`config.mk`:
```
export PLATFORM = sky130hd
export DESIGN_NAME = round_countdown
export DESIGN_NICKNAME = d
export VERILOG_FILES = /design/src/rtl/round_countdown.sv
export SDC_FILE = /design/constraint.sdc
export NUM_CORES = 1
export LEC_CHECK = 0
export BUFFER_PORTS_ARGS = -buffer_cell sky130_fd_sc_hd__buf_2
export CAP_MARGIN = 10
export CORE_AREA = 2 2 79 81
export DETAILED_ROUTE_END_ITERATION = 6
export DIE_AREA = 0 0 81 83
export GPL_TIMING_DRIVEN = 0
export REMOVE_ABC_BUFFERS = 1
export SETUP_SLACK_MARGIN = 0.3
export SLEW_MARGIN = 20
export SYNTH_ARGS = -nofsm -noshare
export SYNTH_HDL_FRONTEND = slang
export SYNTH_SLANG_ARGS = --single-unit
```
`constraint.sdc`:
```
create_clock -name clk -period 2.45 [get_ports clk]
set_input_delay 0.1225 -clock clk [delete_from_list [all_inputs] [get_ports clk]]
set_output_delay 0.1225 -clock clk [all_outputs]
set_load 0.03 [all_outputs]
```
`src/rtl/round_countdown.sv`:
```
// Down-counting round timer: loads SECONDS on start, decrements once per
// TICKS_PER_SEC clock cycles, and presents the remaining time as two BCD
// digits. Supports pause and flags expiry so the game FSM can end a round.
module round_countdown #(
    parameter int TICKS_PER_SEC = 781250,
    parameter int SECONDS       = 60,
    parameter int PW            = 20
) (
    input  logic       clk,
    input  logic       reset,
    input  logic       start,
    input  logic       pause,
    output logic [3:0] tens,
    output logic [3:0] ones,
    output logic       running,
    output logic       done,
    output logic       expired
);

    typedef enum logic [1:0] {
        ST_IDLE   = 2'd0,
        ST_RUN    = 2'd1,
        ST_PAUSED = 2'd2,
        ST_DONE   = 2'd3
    } state_t;

    // Reload digits are elaboration-time constants; the binary value of the
    // remaining time is never formed.
    localparam logic [3:0]    RELOAD_TENS = 4'(SECONDS / 10);
    localparam logic [3:0]    RELOAD_ONES = 4'(SECONDS % 10);
    localparam logic [PW-1:0] TICK_LAST   = PW'(TICKS_PER_SEC - 1);

    state_t        state_q, state_d;
    logic [PW-1:0] presc_q, presc_d;
    logic [3:0]    tens_q, tens_d;
    logic [3:0]    ones_q, ones_d;
    logic          expired_q, expired_d;

    // Next-state, prescaler and BCD digit update.
    always_comb begin
        state_d   = state_q;
        presc_d   = presc_q;
        tens_d    = tens_q;
        ones_d    = ones_q;
        expired_d = 1'b0;

        case (state_q)
            ST_IDLE: begin
                if (start) begin
                    state_d = ST_RUN;
                    presc_d = '0;
                    tens_d  = RELOAD_TENS;
                    ones_d  = RELOAD_ONES;
                end
            end

            ST_RUN: begin
                // pause takes priority over a tick on the same edge, so the
                // tick is deferred until after resume.
                if (pause) begin
                    state_d = ST_PAUSED;
                end else if (presc_q == TICK_LAST) begin
                    presc_d = '0;
                    if (ones_q != 4'd0) begin
                        ones_d = ones_q - 4'd1;
                    end else if (tens_q != 4'd0) begin
                        ones_d = 4'd9;
                        tens_d = tens_q - 4'd1;
                    end
                    if (tens_q == 4'd0 && ones_q <= 4'd1) begin
                        state_d = ST_DONE;
                    end
                end else begin
                    presc_d = presc_q + 1'b1;
                end
            end

            ST_PAUSED: begin
                // Resume edge only changes state; counting restarts on the
                // edge after it.
                if (!pause) begin
                    state_d = ST_RUN;
                end
            end

            ST_DONE: begin
                if (start) begin
                    state_d = ST_RUN;
                    presc_d = '0;
                    tens_d  = RELOAD_TENS;
                    ones_d  = RELOAD_ONES;
                end
            end

            default: begin
                state_d = ST_IDLE;
                presc_d = '0;
                tens_d  = RELOAD_TENS;
                ones_d  = RELOAD_ONES;
            end
        endcase

        // One-cycle pulse on entry into DONE.
        expired_d = (state_d == ST_DONE) && (state_q != ST_DONE);
    end

    // State and datapath registers with synchronous reset to IDLE.
    always_ff @(posedge clk) begin
        if (reset) begin
            state_q   <= ST_IDLE;
            presc_q   <= '0;
            tens_q    <= RELOAD_TENS;
            ones_q    <= RELOAD_ONES;
            expired_q <= 1'b0;
        end else begin
            state_q   <= state_d;
            presc_q   <= presc_d;
            tens_q    <= tens_d;
            ones_q    <= ones_d;
            expired_q <= expired_d;
        end
    end

    assign tens    = tens_q;
    assign ones    = ones_q;
    assign running = (state_q == ST_RUN);
    assign done    = (state_q == ST_DONE);
    assign expired = expired_q;

endmodule

```
Word-level counts from Yosys, hierarchy flattened
Cells that the tools add are included.
Word-level totals
  flip-flop bits (word level): 31
  bits in latches: 0
  RAM bits: 0
  bits in read-only memories: 0
  input port bits: 4
  output and inout bits: 11
  word-level logic and storage cells: 54
  memories kept: 0
Operators by class
  $add $sub $neg: 3
  multipliers: 0
  divide/modulo/power cells: 0
  $lt $le $gt $ge: 1
  eq/ne operators: 12
  shift-type cells: 0
  mux-type cells: 22
  bitwise gates (word level): 0
  reduce and logical (&&, ||, !) cells: 11
Operators by type and width (count)
  2-to-1 mux 20 bit: 3
  2-to-1 mux 4 bit: 10
  one-hot mux 20 bit (2 select lines): 1
  adder 20 x 1 -> 20 bit, second input constant: 1
  equality test 20 bit, second input constant: 1
  one-hot mux 4 bit (2 select lines): 2
  2-to-1 mux 2 bit: 5
  nonzero test 4 bit: 2
  subtractor 4 x 1 -> 4 bit, second input constant: 2
  equality test 2 bit, second input constant: 3
  != test 2 x 1 -> 1 bit, second input constant: 3
  != test 2 bit, second input constant: 3
  one-hot mux 2 bit (3 select lines): 1
  AND reduction 6 bit: 1
  AND reduction 5 bit: 1
  less-or-equal comparator 4 x 1 -> 1 bit, second input constant: 1
  zero test 4 bit: 1
  != test 3 x 1 -> 1 bit, second input constant: 1
  AND reduction 3 bit: 1
  equality test 2 x 1 -> 1 bit, second input constant: 1
  logical AND 1 bit: 2
  zero test 2 bit: 1
  nonzero test 2 bit: 1
  OR reduction 2 bit: 1

Depth between registers and ports, before layout
Gate-level depths: netlist of run 1.
  depth in word-level cells: 8
  depth in mapped cells: 8

Worst setup path before layout of run 1
No wires, ideal clock.
  kind: reg2reg
  start point: reg state_q[1]
  end point: reg presc_q[8]
  setup time: 0.070 ns
  data arrival time: 2.192 ns
  setup slack: 0.188 ns
  cell stages (with the launch flop): 8
  cells stage by stage: dfxtp_1 > inv_1 > ha_1 > a21o_1 > or4_4 > buf_6 > or4_1 > a21oi_1
RTL lines
  from (decl): RTL line 33  | state_t state_q, state_d;
  from (signal assigned): RTL line 116  | state_q <= state_d;
  equality test 2 x 1 -> 1 bit (*)
  via running: RTL line 15  | output logic running,
  != test 2 bit (no line) or nonzero test 2 bit (tied branches)
  AND reduction 3 bit (no line)
  to (signal assigned): RTL line 117  | presc_q <= presc_d;
  to (decl): RTL line 34  | logic [PW-1:0] presc_q, presc_d;
The timed path passes the listed nets; every way through them passes the cells marked *.
A chain may end at the register's enable or synchronous reset.

Worst setup path in the final report of run 1
  start point: reg state_q[1]
  end point: reg presc_q[8]
Between the ends
  longest elaborated chain between the ends: 4
Ends and longest elaborated chain
  equality test 2 bit or zero test 2 bit (tied branches): RTL line 47  | case (state_q)
  OR reduction 2 bit (no line)
  != test 2 x 1 -> 1 bit (no line) or nonzero test 2 bit (tied branches)
  AND reduction 3 bit (no line)
Several ways; a longest one is shown, not always the timed one.

==> summary.txt, run 1 <==
Hold path
  – Hold/Removal Path Class: primary input to register

Clocking
  – Clock latency on the worst-skew pair: approximately 0.28 ns
  – Root Buffer Master: sky130_fd_sc_hd__clkbuf_8
  – Number of hold-repair buffers added at the cts stage: 0
  – Num Clock Sinks: 31
  – CTS tree: yes
  – Maximum clock insertion buffer count: 2
  – Depth of the CTS H-tree: 2
  – Clock buffers created by TritonCTS: 5
  – Clock transition at the registers of the reported paths: roughly 0.060 ns

Setup path
  – Critical path data required time: 2.66 ns
  – Kind of start point of the critical path: register
  – Type of the worst setup path: register to register
  – Endpoint class of the critical path: register
  – Maximum fanout count along the critical path: 6
  – Endpoint arrival time on the critical path: roughly 2.3 ns

Layout
  – Post-layout instance count excluding filler cells: about 300
  – Multi-input logic area: approximately 1100 um2
  – NumNets Final: about 230
  – Fraction of final layout cells sized beyond drive strength 1: a little under a fifth
  – Layout fillers: 645
  – Register area: 628 um2
  – Final antenna diode count: 0
  – Relative area change from synthesis to final layout: 20.0%

Timing
  – RSZ-0062 raised after global routing: no
  – Final count of negative-setup-slack endpoints: 0
  – Worst slew margin relative to its limit: around three fifths
  – Top achievable clock speed: 484 MHz
  – Crit path time final: 2.07 ns
  – Number of failing hold endpoints at the final stage: 0
  – Max Transition Viols Final: 0
  – Fraction of the cycle the final worst path needs: 84.3%
  – Worst Clk Skew: roughly 0.0029 ns
  – Slew @ Worst Pin: a little over 0.6 ns
  – Worst-case hold slack: about 0.15 ns

Global routing
  – Total grt overflow: 0
  – Maximum number of pins on one net before global-route repair: 18
  – Total routing resource utilization after global routing: approximately an eighth
  – Wire length of the first global-routing pass: approximately 7000 um
  – Vias in the first global route: approximately 1400
  – Number of antenna violations at the first check in global routing: 0

Placed design
  – Count of buffers from port buffering: 14
  – Cell Count Post-Placement: around 290
  – GP Congestion: ~0.75
  – Final HPWL DP: around 2700 um

Detailed routing
  – Routed vias/inst: approximately 5.1
  – Remaining antenna violation count: 0
  – Drc violations: 0
  – Routed wire length: 3960 um
  – Routed wirelength normalized by instance count: approximately 13 um
  – Drt pass-1 iters: 4
  – Overall via count from detail_route: about 1500
  – Number of DRC markers after the initial detailed-route iteration: 89

Floorplan
  – Die footprint: 6720 um2
  – Number of cell rows: 28
  – Number of ports placed on the die boundary: 15
  – Initial Utilization: around 30%
  – Die height: 83 um
  – Die Wd: just over 80 um
  – Core footprint: between 5000 and 6000 um2

Run status
  – Result of the run: finished clean

Job
  – Maximum Capacitance Violations: 0

Power and ir drop
  – Standby leakage power: roughly 0.71 nW
  – Power density over the cells: 823 nW/um2
  – Peak supply drop: ~0.50 mV

Logic synthesis
  – Flip-flop and latch count after synthesis: 31
  – Mapped Cells: about 200
  – Number of warning messages in the yosys log: 0
  – Proportion of synthesized chip area in sequential cells: between 30 and 40%
  – Count of distinct cell types in the synthesized netlist: 49
  – Total standard cell area after synthesis: roughly 1700 um2
  – Syn avg cell area: ~8.4 um2
[power breakdown]
part | total (W) | internal, W | switching [W]
clock network | 0.000366 | 0.000189 | 0.000177
registers | 0.000629 | 0.000560 | 0.0000692
logic | 0.000677 | 0.000246 | 0.000431
[worst max-delay path: stages, from the launching register on]
cell,delay [ns]
sky130_fd_sc_hd__dfxtp_4,0.38
sky130_fd_sc_hd__inv_1,0.05
sky130_fd_sc_hd__ha_2,0.20
sky130_fd_sc_hd__a21o_1,0.22
sky130_fd_sc_hd__or4_4,0.58
sky130_fd_sc_hd__or4_1,0.41
sky130_fd_sc_hd__a21oi_1,0.15
[what timing repair did]
action,4_1_cts,5_1_grt
pin swaps,4,3
resized for setup,8,6
endpoints found under the setup margin,27,14
setup buffers,6,0
[sequential cells by signal, summed over array words and instances (netlist names)]
name	cells
presc_q	20
tens	4
expired	1
ones	4
state_q	2
[through the flow]
stage	TNS [ns]	setup slack, ns	utilization, %	power [W]	instance area [um2]
after floorplan	0	0.207	-	0.00106	1660
after global placement	-0.977	-0.0639	31.4	0.00122	1820
after detailed placement	-1.20	-0.115	31.4	0.00121	1820
after CTS	0	0.308	34.4	0.00165	2000
after global routing	0	0.265	35.0	0.00180	2030
final	0	0.385	35.0	0.00167	2030
[path summary, 6_finish.rpt]
| kind | to | startpoint | slack, ns | cells past startpoint |
|---|---|---|---|---|
| setup / recovery | presc_q[8] | state_q[1] | 0.38 | 6 |
| hold / removal | state_q[1] | pause | 0.15 | 2 |
| setup reg to reg | presc_q[8] | state_q[1] | 0.38 | 6 |
| hold reg to reg | presc_q[17] | presc_q[17] | 0.50 | 1 |
[area by class of cell]
class                           count  share of cell area [%]
Clock buffer                        6                    3.57
Inverter                           10                    1.85
Sequential cell                    31                    30.9
Tap cell                           75                    4.62
Multi-Input combinational cell    155                    52.2
Timing Repair Buffer               20                    6.89
[synthesized netlist by cell type, drive strengths merged]
cell type / number / share of area, %
a2111o: 1 / 0.66
a2111oi: 1 / 0.89
a21o: 2 / 0.89
a21oi: 16 / 4.7
a311oi: 1 / 0.52
a31o: 1 / 0.52
a31oi: 4 / 1.5
a41o: 1 / 0.59
and2: 1 / 0.37
and3: 1 / 0.37
and3b: 1 / 0.52
and4: 3 / 1.6
buf: 2 / 1.1
clkbuf: 4 / 0.89
dfxtp: 31 / 37
ha: 6 / 4.4
inv: 10 / 2.2
mux2: 1 / 0.66
mux2i: 1 / 0.59
nand2: 14 / 3.1
nand2b: 2 / 0.74
nand3: 6 / 1.8
nand4: 6 / 2.2
nand4b: 3 / 1.6
nand4bb: 1 / 0.66
nor2: 30 / 6.6
nor2b: 2 / 0.74
nor3: 5 / 1.5
nor3b: 3 / 1.6
nor4: 5 / 3.1
nor4b: 1 / 0.52
o2111ai: 1 / 0.52
o21ai: 10 / 3.2
o311ai: 1 / 0.52
o31a: 1 / 0.52
o31ai: 2 / 0.89
o32ai: 1 / 0.52
or2: 1 / 0.37
or3: 1 / 0.37
or3b: 1 / 0.52
or4: 2 / 1.1
xnor2: 7 / 3.6
xor2: 8 / 4.1
[layout by cell type, fill, tap and decap left out, drive strengths merged, types with 3 or more instances in the layout]
master and count:
ha 6, dfxtp 31, nand4b 3, buf 20, a21oi 16, nor4 5
nor2 30, nand4 6, nand2 14, o21ai 10, and4 3, nor3b 3
nor3 5, xnor2 7, inv 10, clkbuf 6, nand3 6, xor2 8
a31oi 4
[metal layers]
metal  vias to the layer above  GRT usage [%]  routed length [um]
met5                         -              0                   0
li1                        765              -                   -
met4                         0           5.08                  59
met3                         9           3.15                 168
met1                       701           16.6                1890
met2                        39           19.8                1840
[cell families (layout without fill, tap and decap cells)]
family	Yosys count	in the layout	synth area share, %
AOI/OAI and AO/OA	43	43	16.4
adders and majority gates	6	6	4.43
xor gates and xnor gates	15	15	7.76
DFF	31	31	36.6
muxes	2	2	1.26
buffers and inverters	16	36	4.21
and+or+nand+nor	89	89	29.3
(Power assumes the default switching activity.)
==> run 2, diff against run 1 <==
Clock period 2.45 ns to 2.1 ns, I/O delays scaled along.
==> summary.txt, run 2 (synthesized netlist as in run 1, its figures left out) <==
Placed design
  – Pre-CTS worst setup slack: -0.465 ns (-0.350 ns)
  – Final HPWL DP: 2680 um (unchanged)
  – GP Congestion: 0.755 (unchanged)
  – Count of buffers from port buffering: 14 (unchanged)

Timing
  – Max Transition Viols Final: 0 (unchanged)
  – Top achievable clock speed: 500 MHz (+3.2%)
  – RSZ-0062 raised after global routing: yes
  – Crit path time final: 2.00 ns (-0.0638 ns)
  – Setup TNS Final: 0 ns (unchanged)
  – Final count of negative-setup-slack endpoints: 0 (unchanged)
  – Worst Clk Skew: 0.00403 ns (+0.00116 ns)
  – Number of failing hold endpoints at the final stage: 0 (unchanged)
  – Fraction of the cycle the final worst path needs: 95.3% (+11 points)
  – Worst slew margin relative to its limit: 70.5% (+12 points)
  – Slew @ Worst Pin: 0.439 ns (-0.176 ns)
  – Least setup slack across all paths after layout: 0.0987 ns (-0.286 ns)

Power and ir drop
  – Gate power share: 45.8% (+5.3 points)
  – Proportion of total power due to net switching: 41.6% (+1.1 points)
  – Switching power: 0.000905 W (+33%)
  – Register share of total power: 34.5% (-3.1 points)
  – Int Power: 0.00127 W (+28%)
  – Standby leakage power: 0.828 nW (+16%)
  – Clk network pwr share: 19.8% (-2.1 points)
  – Power density over the cells: 943 nW/um2 (+15%)
  – Peak supply drop: 0.653 mV (+30%)
  – Overall power consumption: 0.00217 W (+30%)

Clocking
  – Maximum clock insertion buffer count: 2 (unchanged)
  – Num Clock Sinks: 31 (unchanged)
  – CTS tree: yes
  – Depth of the CTS H-tree: 2 (unchanged)
  – Clock buffers created by TritonCTS: 5 (unchanged)
  – Clock transition at the registers of the reported paths: 0.06 ns (about the same)
  – Root Buffer Master: sky130_fd_sc_hd__clkbuf_8
  – Clock latency on the worst-skew pair: 0.28 ns (about the same)

Layout
  – Largest reg by FF count: presc_q
  – Relative area change from synthesis to final layout: 36.0%
  – NumNets Final: 245 (+5.2%)
  – Final core occ: 39.6% (+4.7 points)
  – Leading cell type in the layout, fill and taps excluded: sky130_fd_sc_hd__nor2_1
  – Final antenna diode count: 0 (unchanged)
  – Max FFs per register: 20 (unchanged)
  – Leading cell types in the layout, fill and taps excluded: sky130_fd_sc_hd__nor2_1, sky130_fd_sc_hd__dfxtp_1, sky130_fd_sc_hd__buf_2
  – Fraction of final layout cells sized beyond drive strength 1: 35.0% (+17 points)

Global routing
  – Wire length of the first global-routing pass: 7480 um (+9.5%)
  – Number of antenna violations at the first check in global routing: 0 (unchanged)
  – Total grt overflow: 0 (unchanged)
  – Vias in the first global route: 1591 (+9.8%)
  – Maximum number of pins on one net before global-route repair: 18 (unchanged)
  – Total routing resource utilization after global routing: 14.1% (+1.4 points)

Detailed routing
  – Number of DRC markers after the initial detailed-route iteration: 82 (-7.9%)
  – Drt pass-1 iters: 4 (unchanged)
  – Drc violations: 0 (unchanged)
  – Routed wirelength normalized by instance count: 14.6 um (+9.3%)
  – Overall via count from detail_route: 1626 (+7.4%)
  – Routed vias/inst: 5.26 (+3.2%)
  – Remaining antenna violation count: 0 (unchanged)
  – Routed wire length: 4510 um (+14%)

Setup path
  – Length in cells of the worst reg-to-reg path: 6 (unchanged)
  – Critical Path Sink: presc_q[8]
  – Launching element of the worst setup path: state_q[1]
  – Maximum fanout count along the critical path: 5 (-1)
  – Type of the worst setup path: register to register
  – Reg2reg end: presc_q[8]
  – Critical path data required time: 2.32 ns (-0.34 ns)
  – Kind of start point of the critical path: register
  – Register-to-register path setup slack: 0.1 ns (-0.29 ns)
  – Reg-to-reg startpoint: state_q[1]
  – Endpoint class of the critical path: register
  – Endpoint arrival time on the critical path: 2.22 ns (-0.05 ns)

Floorplan
  – Die Wd: 81 um (unchanged)
  – Initial Utilization: 29.1% (unchanged)
  – Number of ports placed on the die boundary: 15 (unchanged)
  – Number of cell rows: 28 (unchanged)
  – Core footprint: 5820 um2 (unchanged)
  – Die footprint: 6720 um2 (unchanged)
  – Die height: 83 um (unchanged)

Job
  – Maximum Capacitance Violations: 0 (unchanged)

Hold path
  – Hold/Removal Path Class: primary input to register

Run status
  – Result of the run: finished clean
==> run 2: cell types whose count changed in the layout (fill, tap and decap cells not counted), sizes merged <==
cell	previous run	this run
buf	20	32
==> run 2: timing repair <==
| action | CTS | global route |
|---|---|---|
| gates resized for setup | 45 | 12 |
| hold buffers | 0 | 0 |
| pin swaps | 20 | 10 |
| buffers inserted | 16 | 2 |
| endpoints found under the setup margin | 31 | 29 |
==> run 2: area by class of cell <==
cell class / instances / area, um2
clock buffers: 6 / 72.6
fillers: 621 / 3510
inverters: 10 / 37.5
multi-input cells: 155 / 1200
flip-flops and latches: 31 / 638
well taps: 75 / 93.8
repair buffers: 32 / 258
==> run 2: how the worst min path moves through the flow <==
stage / startpoint / to / slack (ns) / cells past startpoint
finish: pause / state_q[1] / 0.13 / 2
global route: pause / state_q[1] / 0.14 / 2
CTS: pause / state_q[1] / 0.12 / 2
detailed placement: pause / state_q[1] / 0.40 / 2
global placement: pause / state_q[1] / 0.40 / 2
floorplan: reset / ones[1] / 0.17 / 1
==> run 2: through the flow <==
| step | cells | hold slack, ns | area, um2 |
|---|---|---|---|
| global placement | 285 | 0.404 | 1820 |
| CTS | 307 | 0.117 | 2240 |
| finish | 309 | 0.128 | 2300 |
| global route | 309 | 0.138 | 2300 |
| detailed placement | 285 | 0.404 | 1820 |
| floorplan | 196 | 0.174 | 1660 |
==> run 2: power by group through the flow <==
| stage | Sequential, W | Combinational (W) | Clock, W |
|---|---|---|---|
| 6_report | 0.000749 | 0.000995 | 0.000430 |
| 5_1_grt | 0.000762 | 0.00108 | 0.000480 |
| 4_1_cts | 0.000739 | 0.000899 | 0.000440 |
| 3_5_place_dp | 0.000738 | 0.000679 | 0 |
| 3_3_place_gp | 0.000736 | 0.000683 | 0 |
| 2_1_floorplan | 0.000807 | 0.000426 | 0 |
==> run 2: worst max-delay path, cell delays in order (launching register included) <==
cell and delay, ns:
sky130_fd_sc_hd__dfxtp_4 0.38, sky130_fd_sc_hd__inv_2 0.05, sky130_fd_sc_hd__ha_4 0.15, sky130_fd_sc_hd__a21o_1 0.19
sky130_fd_sc_hd__or4_4 0.58, sky130_fd_sc_hd__or4_1 0.45, sky130_fd_sc_hd__a21oi_2 0.14
==> run 2: metal layers <==
metal,GRT usage (%),routed length (um)
met1,17.6,2000
met3,4.57,168
met2,22.8,2230
met4,4.47,108
met5,0,0
